<file path="src/rtl/snes_cart_pkg.sv">
// Shared types and constants for the SNES cartridge glue logic.
// Used by the BSRAM host arbiter and the surrounding wrapper.
package snes_cart_pkg;

    typedef enum logic [1:0] {
        IDLE,
        WAIT,
        ACCESS,
        DONE
    } arb_state_t;

    localparam int unsigned BSRAM_ADDR_W = 20;
    localparam int unsigned GAP_MAX      = 15;
    localparam int unsigned STARVE_W     = 12;

endpackage

</file>
<file path="src/rtl/bsram_host_arb.sv">
// Shares the cartridge BSRAM port between the mapper and a host save-file engine.
// The mapper always wins; host byte accesses fill mapper idle gaps and retry when pre-empted.
module bsram_host_arb
    import snes_cart_pkg::*;
#(
    parameter int unsigned ADDR_W        = BSRAM_ADDR_W,
    parameter int unsigned ACCESS_CYCLES = 2,
    parameter int unsigned GAP_CYCLES    = 2,
    parameter int unsigned STARVE_LIMIT  = 4095
) (
    input  logic              MCLK,
    input  logic              RESET,

    input  logic [ADDR_W-1:0] MAP_ADDR,
    input  logic [7:0]        MAP_D,
    input  logic              MAP_CE_N,
    input  logic              MAP_OE_N,
    input  logic              MAP_WE_N,
    output logic [7:0]        MAP_Q,

    input  logic              HOST_REQ,
    input  logic              HOST_WR,
    input  logic [ADDR_W-1:0] HOST_ADDR,
    input  logic [7:0]        HOST_D,
    output logic [7:0]        HOST_Q,
    output logic              HOST_ACK,
    output logic              HOST_STARVE,

    output logic              DIRTY,
    input  logic              DIRTY_CLR,

    output logic [ADDR_W-1:0] BSRAM_ADDR,
    output logic [7:0]        BSRAM_D,
    input  logic [7:0]        BSRAM_Q,
    output logic              BSRAM_CE_N,
    output logic              BSRAM_OE_N,
    output logic              BSRAM_WE_N
);

    localparam logic [STARVE_W-1:0] WAIT_SAT = '1;
    localparam logic [3:0]          GAP_SAT  = 4'(GAP_MAX);
    localparam logic [3:0]          GAP_NEED = 4'(GAP_CYCLES);
    localparam logic [3:0]          ACC_LOAD = 4'(ACCESS_CYCLES - 1);

    arb_state_t          state_q, state_d;
    logic [3:0]          gap_cnt_q, gap_cnt_d;
    logic [STARVE_W-1:0] wait_cnt_q, wait_cnt_d;
    logic [3:0]          acc_cnt_q, acc_cnt_d;
    logic                starve_q, starve_d;
    logic                ack_q, ack_d;
    logic [7:0]          rdata_q, rdata_d;
    logic                wr_q, wr_d;
    logic [ADDR_W-1:0]   addr_q, addr_d;
    logic [7:0]          data_q, data_d;
    logic                ce_n_q, ce_n_d;
    logic                oe_n_q, oe_n_d;
    logic                we_n_q, we_n_d;
    logic                map_wr_q;
    logic                dirty_q, dirty_d;

    logic map_busy;
    logic map_wr;
    logic host_own;

    assign map_busy = ~MAP_CE_N & (~MAP_OE_N | ~MAP_WE_N);
    assign map_wr   = ~MAP_CE_N & ~MAP_WE_N;

    // A mapper access in ACCESS takes the port back in the same cycle (abort).
    assign host_own = (state_q == ACCESS) & ~map_busy;

    always_comb begin
        if (host_own) begin
            BSRAM_ADDR = addr_q;
            BSRAM_D    = data_q;
            BSRAM_CE_N = ce_n_q;
            BSRAM_OE_N = oe_n_q;
            BSRAM_WE_N = we_n_q;
        end else begin
            BSRAM_ADDR = MAP_ADDR;
            BSRAM_D    = MAP_D;
            BSRAM_CE_N = MAP_CE_N;
            BSRAM_OE_N = MAP_OE_N;
            BSRAM_WE_N = MAP_WE_N;
        end
    end

    assign MAP_Q       = BSRAM_Q;
    assign HOST_Q      = rdata_q;
    assign HOST_ACK    = ack_q;
    assign HOST_STARVE = starve_q;
    assign DIRTY       = dirty_q;

    always_comb begin
        gap_cnt_d = gap_cnt_q;
        if (map_busy) begin
            gap_cnt_d = 4'd0;
        end else if (gap_cnt_q != GAP_SAT) begin
            gap_cnt_d = gap_cnt_q + 4'd1;
        end
    end

    // Only the rising edge of the mapper write strobe marks the save dirty; set beats clear.
    always_comb begin
        dirty_d = dirty_q;
        if (map_wr && !map_wr_q) begin
            dirty_d = 1'b1;
        end else if (DIRTY_CLR) begin
            dirty_d = 1'b0;
        end
    end

    always_comb begin
        state_d    = state_q;
        wait_cnt_d = wait_cnt_q;
        acc_cnt_d  = acc_cnt_q;
        starve_d   = starve_q;
        ack_d      = 1'b0;
        rdata_d    = rdata_q;
        wr_d       = wr_q;
        addr_d     = addr_q;
        data_d     = data_q;
        ce_n_d     = ce_n_q;
        oe_n_d     = oe_n_q;
        we_n_d     = we_n_q;

        unique case (state_q)
            IDLE: begin
                // ACK is still high the cycle after DONE, so a held REQ is not re-taken.
                if (HOST_REQ && !ack_q) begin
                    wr_d     = HOST_WR;
                    addr_d   = HOST_ADDR;
                    data_d   = HOST_D;
                    starve_d = 1'b0;
                    state_d  = WAIT;
                end
            end
            WAIT: begin
                if (wait_cnt_q != WAIT_SAT) begin
                    wait_cnt_d = wait_cnt_q + 1'b1;
                end
                if (32'(wait_cnt_d) >= STARVE_LIMIT) begin
                    starve_d = 1'b1;
                end
                if ((gap_cnt_q >= GAP_NEED) && !map_busy) begin
                    state_d   = ACCESS;
                    acc_cnt_d = ACC_LOAD;
                    ce_n_d    = 1'b0;
                    oe_n_d    = wr_q;
                    we_n_d    = ~wr_q;
                end
            end
            ACCESS: begin
                if (map_busy) begin
                    state_d = WAIT;
                    ce_n_d  = 1'b1;
                    oe_n_d  = 1'b1;
                    we_n_d  = 1'b1;
                end else if (acc_cnt_q == 4'd0) begin
                    if (!wr_q) begin
                        rdata_d = BSRAM_Q;
                    end
                    state_d = DONE;
                    ce_n_d  = 1'b1;
                    oe_n_d  = 1'b1;
                    we_n_d  = 1'b1;
                end else begin
                    acc_cnt_d = acc_cnt_q - 4'd1;
                end
            end
            DONE: begin
                ack_d      = 1'b1;
                wait_cnt_d = '0;
                state_d    = IDLE;
            end
            default: state_d = IDLE;
        endcase
    end

    always_ff @(posedge MCLK or posedge RESET) begin
        if (RESET) begin
            state_q    <= IDLE;
            gap_cnt_q  <= 4'd0;
            wait_cnt_q <= '0;
            acc_cnt_q  <= 4'd0;
            starve_q   <= 1'b0;
            ack_q      <= 1'b0;
            rdata_q    <= 8'h00;
            wr_q       <= 1'b0;
            addr_q     <= '0;
            data_q     <= 8'h00;
            ce_n_q     <= 1'b1;
            oe_n_q     <= 1'b1;
            we_n_q     <= 1'b1;
            map_wr_q   <= 1'b0;
            dirty_q    <= 1'b0;
        end else begin
            state_q    <= state_d;
            gap_cnt_q  <= gap_cnt_d;
            wait_cnt_q <= wait_cnt_d;
            acc_cnt_q  <= acc_cnt_d;
            starve_q   <= starve_d;
            ack_q      <= ack_d;
            rdata_q    <= rdata_d;
            wr_q       <= wr_d;
            addr_q     <= addr_d;
            data_q     <= data_d;
            ce_n_q     <= ce_n_d;
            oe_n_q     <= oe_n_d;
            we_n_q     <= we_n_d;
            map_wr_q   <= map_wr;
            dirty_q    <= dirty_d;
        end
    end

endmodule

</file>
<file path="config.mk">
export PLATFORM = sky130hd
export DESIGN_NAME = bsram_host_arb
export DESIGN_NICKNAME = d
export VERILOG_FILES = /design/src/rtl/snes_cart_pkg.sv /design/src/rtl/bsram_host_arb.sv
export SDC_FILE = /design/constraint.sdc
export NUM_CORES = 1
export LEC_CHECK = 0
export BUFFER_PORTS_ARGS = -buffer_cell sky130_fd_sc_hd__buf_2
export CAP_MARGIN = 10
export CORE_AREA = 2 2 86 88
export CTS_CLUSTER_SIZE = 12
export DETAILED_ROUTE_END_ITERATION = 16
export DIE_AREA = 0 0 88 90
export HOLD_SLACK_MARGIN = 0.08
export PLACE_DENSITY = 0.81
export SLEW_MARGIN = 20
export SYNTH_ARGS = -nofsm -noshare
export SYNTH_HDL_FRONTEND = slang
export SYNTH_SLANG_ARGS = --single-unit
</file>
<file path="constraint.sdc">
create_clock -name MCLK -period 2.6 [get_ports MCLK]
set_input_delay 0.13 -clock MCLK [delete_from_list [all_inputs] [get_ports MCLK]]
set_output_delay 0.13 -clock MCLK [all_outputs]
set_load 0.02 [all_outputs]
</file>
# Yosys cells after proc, flatten, opt, wreduce, memory -nomap -nowiden
# Index checks and enable logic that the tools add are counted.
# totals
ff_bits	66
inputBits	72
out_inout_bits	50
wordCells	92
# classes
addsub	3
magnitude_cmp	2
eq_ne	11
n_mux	33
bitwise_logic	9
reduce_logical	19
# op_table
op	count
$mux W12	2
$pmux W12 S2	1
$mux W20	1
$mux W4	5
$mux W1	13
$add A12 B1 Y12 const B	1
$ge A12 B12 Y1 const B	1
$ne A12 B12 Y1 const B	1
$ne A2 B2 Y1 const B	5
$reduce_bool A2 Y1	5
$reduce_and A3 Y1	3
$mux W2	4
$mux W8	1
$pmux W1 S2	4
$pmux W2 S4	1
$pmux W4 S2	1
$reduce_and A4 Y1	2
$not A1 Y1	5
$add A4 B1 Y4 const B	1
$eq A2 B2 Y1 const B	2
$ge A4 B2 Y1 const B	1
$logic_not A4 Y1	1
$ne A4 B4 Y1 const B	1
$sub A4 B1 Y4 const B	1
other kinds (8)	14

# Longest topological paths before layout
# Gate-level depths: netlist of the first run.
# logic_depth
word_depth	7
ltp_mapped	8
mapped_depth_nobuf	7

# Least setup slack after synthesis of the first run
# Ideal clock, no wire load.
# synth_timing
path_kind	register to register
from	reg wait_cnt_q[0]
to	reg wait_cnt_q[3]
setup_time_ns	0.066
t_arrival_ns	1.897
t_required_ns	2.534
path_slack_ns	0.637
stages_incl_launch_ff	9
path_buffers	2
synth_period_minus_slack_ns	1.963
path_cell_list	dfrtp_1 ha_1 clkbuf_4 nand4_2 or4b_1 buf_2 and4_4 o21ai_1 a22o_1
# synth_via
elab_chain_len	4
elab_cells_between_ends	5
cone_classes	add/sub (1); eq/ne (1); mux (3)
# synth_lines
element	line_no	source
from (decl)	bsram_host_arb.sv:47	logic [STARVE_W-1:0] wait_cnt_q, wait_cnt_d;
from (signal assigned)	bsram_host_arb.sv:199	wait_cnt_q <= wait_cnt_d;
$add A12 B1 Y12 / $ne A12 B12 Y1 (equally long branches)	bsram_host_arb.sv:139, bsram_host_arb.sv:138	
$mux W12 (*)	bsram_host_arb.sv:138	if (wait_cnt_q != WAIT_SAT) begin
$mux W12 (*)	bsram_host_arb.sv:126	unique case (state_q)
$pmux W12 S2 (*)	bsram_host_arb.sv:126	
# Mark *: on every way between the ends. The rest lies on a longest branch, timed or not. The select of a mux whose other input is x is not followed.
# A chain may end at the register's enable or synchronous reset.

# Worst setup path in the final report of the first run
# layout_timing
from	reg state_q[0]
to	out BSRAM_D[5]
# layout_via
elab_chain_len	3
# layout_lines
element	line_no	source
from (decl)	bsram_host_arb.sv:45	arb_state_t state_q, state_d;
from (signal assigned)	bsram_host_arb.sv:197	state_q <= state_d;
$eq A2 B2 Y1	bsram_host_arb.sv:69	assign host_own = (state_q == ACCESS) & ~map_busy;
$and A1 B1 Y1	bsram_host_arb.sv:69	
$mux W8	bsram_host_arb.sv:72	if (host_own) begin
to (decl)	bsram_host_arb.sv:33	output logic [7:0] BSRAM_D,
# No other way between the ends.

==> results.cfg, run 1 <==
[floorplanning]
start_util_pct = 48.2
io_pins = 122
rows = 31
chipHeight_um = 90
fp.dieW_um = 88
core_area_um2 = 7020
die-area_um2 = 7920

[power]
power_density_nw_per_um2 = 949
leakagePower_uw = 0.00226
finalPower_uw = 4510
vdd_drop_max_mv = 0.483

[clock_network]
htree_levels = 3
post_cts_buffers = 0
cts_buffer_depth = 2
clock-sinks = 66
post_cts_resized = 0
clkTransAtPathRegs_ns = 0.07
cts_buffers = 9
cts_tree = yes
clk_latency_ns = 0.34
cts_root_buffer = clkbuf_8

[grt]
first_global_vias = 3002
grt_max_degree = 41
grt_util_all_layers_pct = 22.4
grt_overflow = 0
grt_pass1_wl_mm = 14.0
antenna_found_initial = 0

[setup_path]
critPathKind = register to output pin
worstReg2RegStart = wait_cnt_q[0]$_DFFE_PP0P_
critPathArrivalTime_ns = 2.18
timing.rr.end = wait_cnt_q[3]$_DFFE_PP0P_
critPathLaunch = state_q[0]$_DFFE_PP0P_
rrSetupSlack_ns = 0.39
crit_path_max_fanout = 24
rr_worst_depth = 6
start_kind = register
cp.required_ns = 2.47
end_kind = output pin

[layout]
n_antenna_cell = 0
n_fill_cell = 506
syn2layout_area_growth_pct = 40.5
final_nets = 531
instances_no_fill = 559
layout-drive-gt1-share_pct = 46.3

[logic_synthesis]
synth-edff-count = 0
synth_fp_nets = 371
yosysUniqueCellTypes = 53
yosysSeqAreaShare_pct = 49.0
async_reset_ff_share_pct = 100
yosys_warnings = 0
syn_area_per_cell_um2 = 11.5
postSynthCellCount = 295
ys_ff_latch = 66
syn_area_um2 = 3380
synthFlopType = dfrtp_1

[sta]
hold_slack_ns = 0.278
fin_crit_sh_pct = 88.7
max_clock_freq_mhz = 434
final_max_slew_viol_count = 0
hold_viol_final = 0
rsz0062_at_grt = false
tns_ns = 0
tightest_slew_ns = 0.629
min_period_ns = 2.31
slew_headroom_pct = 57.7
finClkSkew_ns = 0.00651
setup_viol = 0

[drt]
drcViolationCount = 0
route.vias.total = 2949
firstDrtPassIters = 6
routed_wl_mm = 8.48
drtIter0Drc = 119
wl_per_cell_um = 15.2
via_per_inst = 5.28
ant_nets = 0

[status]
status = completed

[hold_path]
worstHoldStart = HOST_REQ
hold_end = state_q[0]$_DFFE_PP0P_
min_path_cells = 4
hp-class = input pin to register

[place]
gp_congestion = 0.974
port_buffers = 121
numPlacedInstances = 501
hpwl_mm = 5.36

[flow_run]
maxCapViolations = 0
-- metal layers --
| layer | wire (um) | GRT usage, % | share of wire [%] | vias to the layer above |
|---|---|---|---|---|
| li1 | - | - | - | 1380 |
| met1 | 3340 | 27.1 | 39 | 1406 |
| met2 | 4300 | 37.2 | 51 | 139 |
| met3 | 626 | 6.43 | 7.4 | 24 |
| met4 | 213 | 8.59 | 2.5 | 0 |
| met5 | 0 | 0 | 0 | - |
-- report_power, final --
group	switching [uW]	internal (uW)
registers	282	1450
clock network	408	740
logic	824	803
total	1510	2990
-- state kept, by name, summed over array words and instances (netlist names) --
signal       cells
wait_cnt_q      12
oe_n_q           1
map_wr_q         1
wr_q             1
DIRTY            1
gap_cnt_q        4
state_q          2
data_q           8
we_n_q           1
HOST_Q           8
addr_q          20
HOST_STARVE      1
ce_n_q           1
acc_cnt_q        4
HOST_ACK         1
-- critical path, stage by stage (launching register included) --
cell and delay, ns:
dfrtp_1 0.50, nand2b_1 0.29, nor2_2 0.15, buf_4 0.33, mux2_1 0.38, buf_2 0.17
-- stage by stage --
step / setup slack, ns / util [%] / instance area (um2)
2_1_floorplan: 0.637 / - / 3380
3_3_place_gp: 0.446 / 57.9 / 4060
3_5_place_dp: 0.407 / 57.9 / 4060
4_1_cts: 0.297 / 67.7 / 4750
5_1_grt: 0.157 / 67.7 / 4750
6_report: 0.294 / 67.7 / 4750
-- Yosys cell counts (all sizes together) (4+ instances only) --
| cell | number | area [um2] |
|---|---|---|
| o22ai | 4 | 25.0 |
| inv | 9 | 33.8 |
| o21ai | 5 | 25.0 |
| nand2 | 15 | 56.3 |
| nor3 | 10 | 50.1 |
| a31oi | 7 | 43.8 |
| nand3 | 7 | 35.0 |
| mux2 | 68 | 766 |
| a21o | 4 | 30.0 |
| ha | 4 | 50.1 |
| clkbuf | 9 | 37.5 |
| dfrtp | 63 | 1580 |
| a21oi | 8 | 40.0 |
| buf | 13 | 88.8 |
| nor2 | 20 | 75.1 |
-- kinds of logic after synthesis --
kind of cell | after synthesis | synth area share, %
fa+ha+maj | 4 | 1.48
flops | 66 | 49.0
compound gates | 46 | 9.33
xor+xnor | 5 | 1.30
simple gates | 74 | 11.3
mux | 69 | 22.9
buf+inv | 31 | 4.74
-- cell type report --
cell class	instances	area [um2]	share of cell area, %
Sequential cell	66	1660	34.9
Multi-Input combinational cell	198	1570	33.1
Timing Repair Buffer	171	1100	23.1
Clock inverter	6	138	2.90
Clock buffer	10	128	2.69
Tap cell	99	124	2.61
Inverter	9	33.8	0.711
-- worst max path at each step --
stage / endpoint / slack [ns] / cells past startpoint
detailed placement: wait_cnt_q[3]$_DFFE_PP0P_ / 0.41 / 6
finish: BSRAM_D[5] / 0.29 / 5
global placement: wait_cnt_q[3]$_DFFE_PP0P_ / 0.45 / 6
floorplan: wait_cnt_q[3]$_DFFE_PP0P_ / 0.64 / 8
CTS: BSRAM_D[7] / 0.30 / 5
global route: BSRAM_D[7] / 0.16 / 5
-- layout by cell type (no fill, tap or decap), drive strengths merged, types with 3 or more instances in the layout --
| master | Yosys | final |
|---|---|---|
| a21o | 4 | 4 |
| a21oi | 8 | 8 |
| a31o | 3 | 3 |
| a31oi | 7 | 7 |
| and2 | 3 | 3 |
| buf | 13 | 129 |
| bufinv | 0 | 4 |
| clkbuf | 9 | 10 |
| dfrtp | 63 | 63 |
| dfstp | 3 | 3 |
| dlygate4sd3 | 0 | 42 |
| ha | 4 | 4 |
| inv | 9 | 10 |
| mux2 | 68 | 68 |
| nand2 | 15 | 15 |
| nand2b | 3 | 3 |
| nand3 | 7 | 7 |
| nor2 | 20 | 20 |
| nor3 | 10 | 10 |
| nor4 | 3 | 3 |
| o21ai | 5 | 5 |
| o22ai | 4 | 4 |
| xor2 | 3 | 3 |
-- timing repair --
item	CTS	global route
hold endpoints to repair	65	0
hold buffers	42	0
setup endpoints to repair	0	0
Note: power is estimated with default switching activity, not from simulation.
==> inputs of run 2 (changes only) <==
--- a/config.mk
+++ b/config.mk
@@ -12,7 +12,7 @@
 export DETAILED_ROUTE_END_ITERATION = 16
 export DIE_AREA = 0 0 88 90
 export HOLD_SLACK_MARGIN = 0.08
-export PLACE_DENSITY = 0.81
+export PLACE_DENSITY = 0.85
 export SLEW_MARGIN = 20
 export SYNTH_ARGS = -nofsm -noshare
 export SYNTH_HDL_FRONTEND = slang
==> run 2 against run 1 <==
  * Sequential share of layout area is 0.36 points higher
  * Hold slack worse by 0.018 ns
  * Non-clock buffer count down 1
  * Sequential cell count unchanged
  * Clock skew increased by 0.0044 ns
  * Core utilization is 0.64 points lower
  * Via count decreased by 1.1%
==> results.cfg, run 2 (synthesized netlist as in run 1, its figures left out) <==
[floorplanning]
rows = 31
io_pins = 122
start_util_pct = 48.2
fp.dieW_um = 88
chipHeight_um = 90
die-area_um2 = 7920
core_area_um2 = 7020

[power]
vdd_drop_max_mv = 0.554
power_density_nw_per_um2 = 927
leakagePower_uw = 0.00223

[layout]
final_nets = 530
layout_common_cells = buf_2, dfrtp_1, mux2_2
largest_register = addr_q
layout-drive-gt1-share_pct = 46.6
n_antenna_cell = 0
final_common_cell = buf_2
syn2layout_area_growth_pct = 39.2
reg.largest.list = addr_q x20, wait_cnt_q x12
largest_register_ffs = 20
n_fill_cell = 500

[flow_run]
maxCapViolations = 0

[drt]
via_per_inst = 5.23
ant_nets = 0
wl_per_cell_um = 15.8
route.vias.total = 2918
drcViolationCount = 0
firstDrtPassIters = 4
drtIter0Drc = 164
routed_wl_mm = 8.82

[sta]
fin_crit_sh_pct = 89.6
rsz0062_at_grt = false
tns_ns = 0
hold_viol_final = 0
finClkSkew_ns = 0.0109
setup_viol = 0
min_period_ns = 2.33
tightest_slew_ns = 0.653
slew_headroom_pct = 56.2
final_max_slew_viol_count = 0
hold_slack_ns = 0.260
max_clock_freq_mhz = 429

[setup_path]
start_kind = register
end_kind = output pin
critPathKind = register to output pin
critPathSlowestCell = dfrtp_2
crit_path_max_fanout = 25
path_cells = nand2b_1, nor2_2, buf_4, mux2_2, buf_2
critPathArrivalTime_ns = 2.20
max_stage_delay_ns = 0.54
cp.required_ns = 2.47

[place]
gp_congestion = 0.869
hpwl_mm = 5.46
port_buffers = 121

[grt]
grt_overflow = 0
first_global_vias = 3106
grt_max_degree = 49
antenna_found_initial = 0
grt_util_all_layers_pct = 23.3
grt_pass1_wl_mm = 14.6

[clock_network]
cts_buffer_depth = 2
cts_tree = yes
cts_buffers = 9
clock-sinks = 66
clkTransAtPathRegs_ns = 0.08
clk_latency_ns = 0.34
cts_root_buffer = clkbuf_8
htree_levels = 3
post_cts_buffers = 0

[status]
status = completed

[hold_path]
hp-class = input pin to register
run 2: cell count changes in the layout (fill, tap and decap cells not counted), sizes merged:
| cell | before | now |
|---|---|---|
| clkinvlp | 0 | 2 |
| bufinv | 4 | 2 |
| buf | 129 | 128 |
run 2: final cells by class:
cell class | instances | area, um2 | share of cell area [%]
Clock buffer | 10 | 138 | 2.93
Timing Repair Buffer | 170 | 1090 | 23.2
Sequential cell | 66 | 1660 | 35.2
Multi-Input combinational cell | 198 | 1570 | 33.4
Inverter | 9 | 33.8 | 0.718
Clock inverter | 6 | 88.8 | 1.89
Tap cell | 99 | 124 | 2.63
run 2: path summary, 6_finish.rpt:
kind                                           startpoint  cells past startpoint                   endpoint  slack, ns
worst max-delay path               state_q[1]$_DFFE_PP0P_                      5             BSRAM_ADDR[13]       0.27
worst max register to register  wait_cnt_q[1]$_DFFE_PP0P_                      6  wait_cnt_q[3]$_DFFE_PP0P_       0.37
min in group asynchronous                           RESET                      3      addr_q[6]$_DFFE_PP0P_       0.35
worst min-delay path                             MAP_OE_N                      4   gap_cnt_q[0]$_DFFE_PP0P_       0.26
worst min register to register      HOST_Q[6]$_DFFE_PP0P_                      1      HOST_Q[6]$_DFFE_PP0P_       0.50
max in group asynchronous                           RESET                      4         oe_n_q$_DFFE_PP1P_       1.61
run 2: per-layer routing:
layer	GRT usage (%)	up-vias	routed length, um
met5	0	-	0
li1	-	1382	-
met4	7.44	0	205
met1	28.8	1403	3700
met3	7.71	20	627
met2	38.1	113	4290
run 2: worst max-delay path: cells and delay by family (launching register included):
family                 cells  cell delay (ns)
multiplexers               1             0.39
buffers and inverters      2             0.50
flip-flops                 1             0.54
AND/OR/NAND/NOR            2             0.42
run 2: per-stage QoR:
step	worst slack [ns]	cell area (um2)	instances	util (%)	total power [uW]
3_5_place_dp	0.371	4060	500	57.8	3290
4_1_cts	0.103	4700	558	67.0	4330
6_report	0.271	4700	558	67.0	4360
2_1_floorplan	0.637	3380	295	-	2830
3_3_place_gp	0.442	4060	500	57.8	3210
5_1_grt	0.190	4700	558	67.0	4600
run 2: what timing repair did:
action	CTS	global route
endpoints found under the hold margin	57	0
hold buffers	42	0
resized for setup	0	1
setup endpoints to repair	0	8
run 2: power breakdown:
group / switching [uW] / internal (uW)
registers: 291 / 1450
logic: 831 / 797
clock network: 423 / 568
total: 1540 / 2810
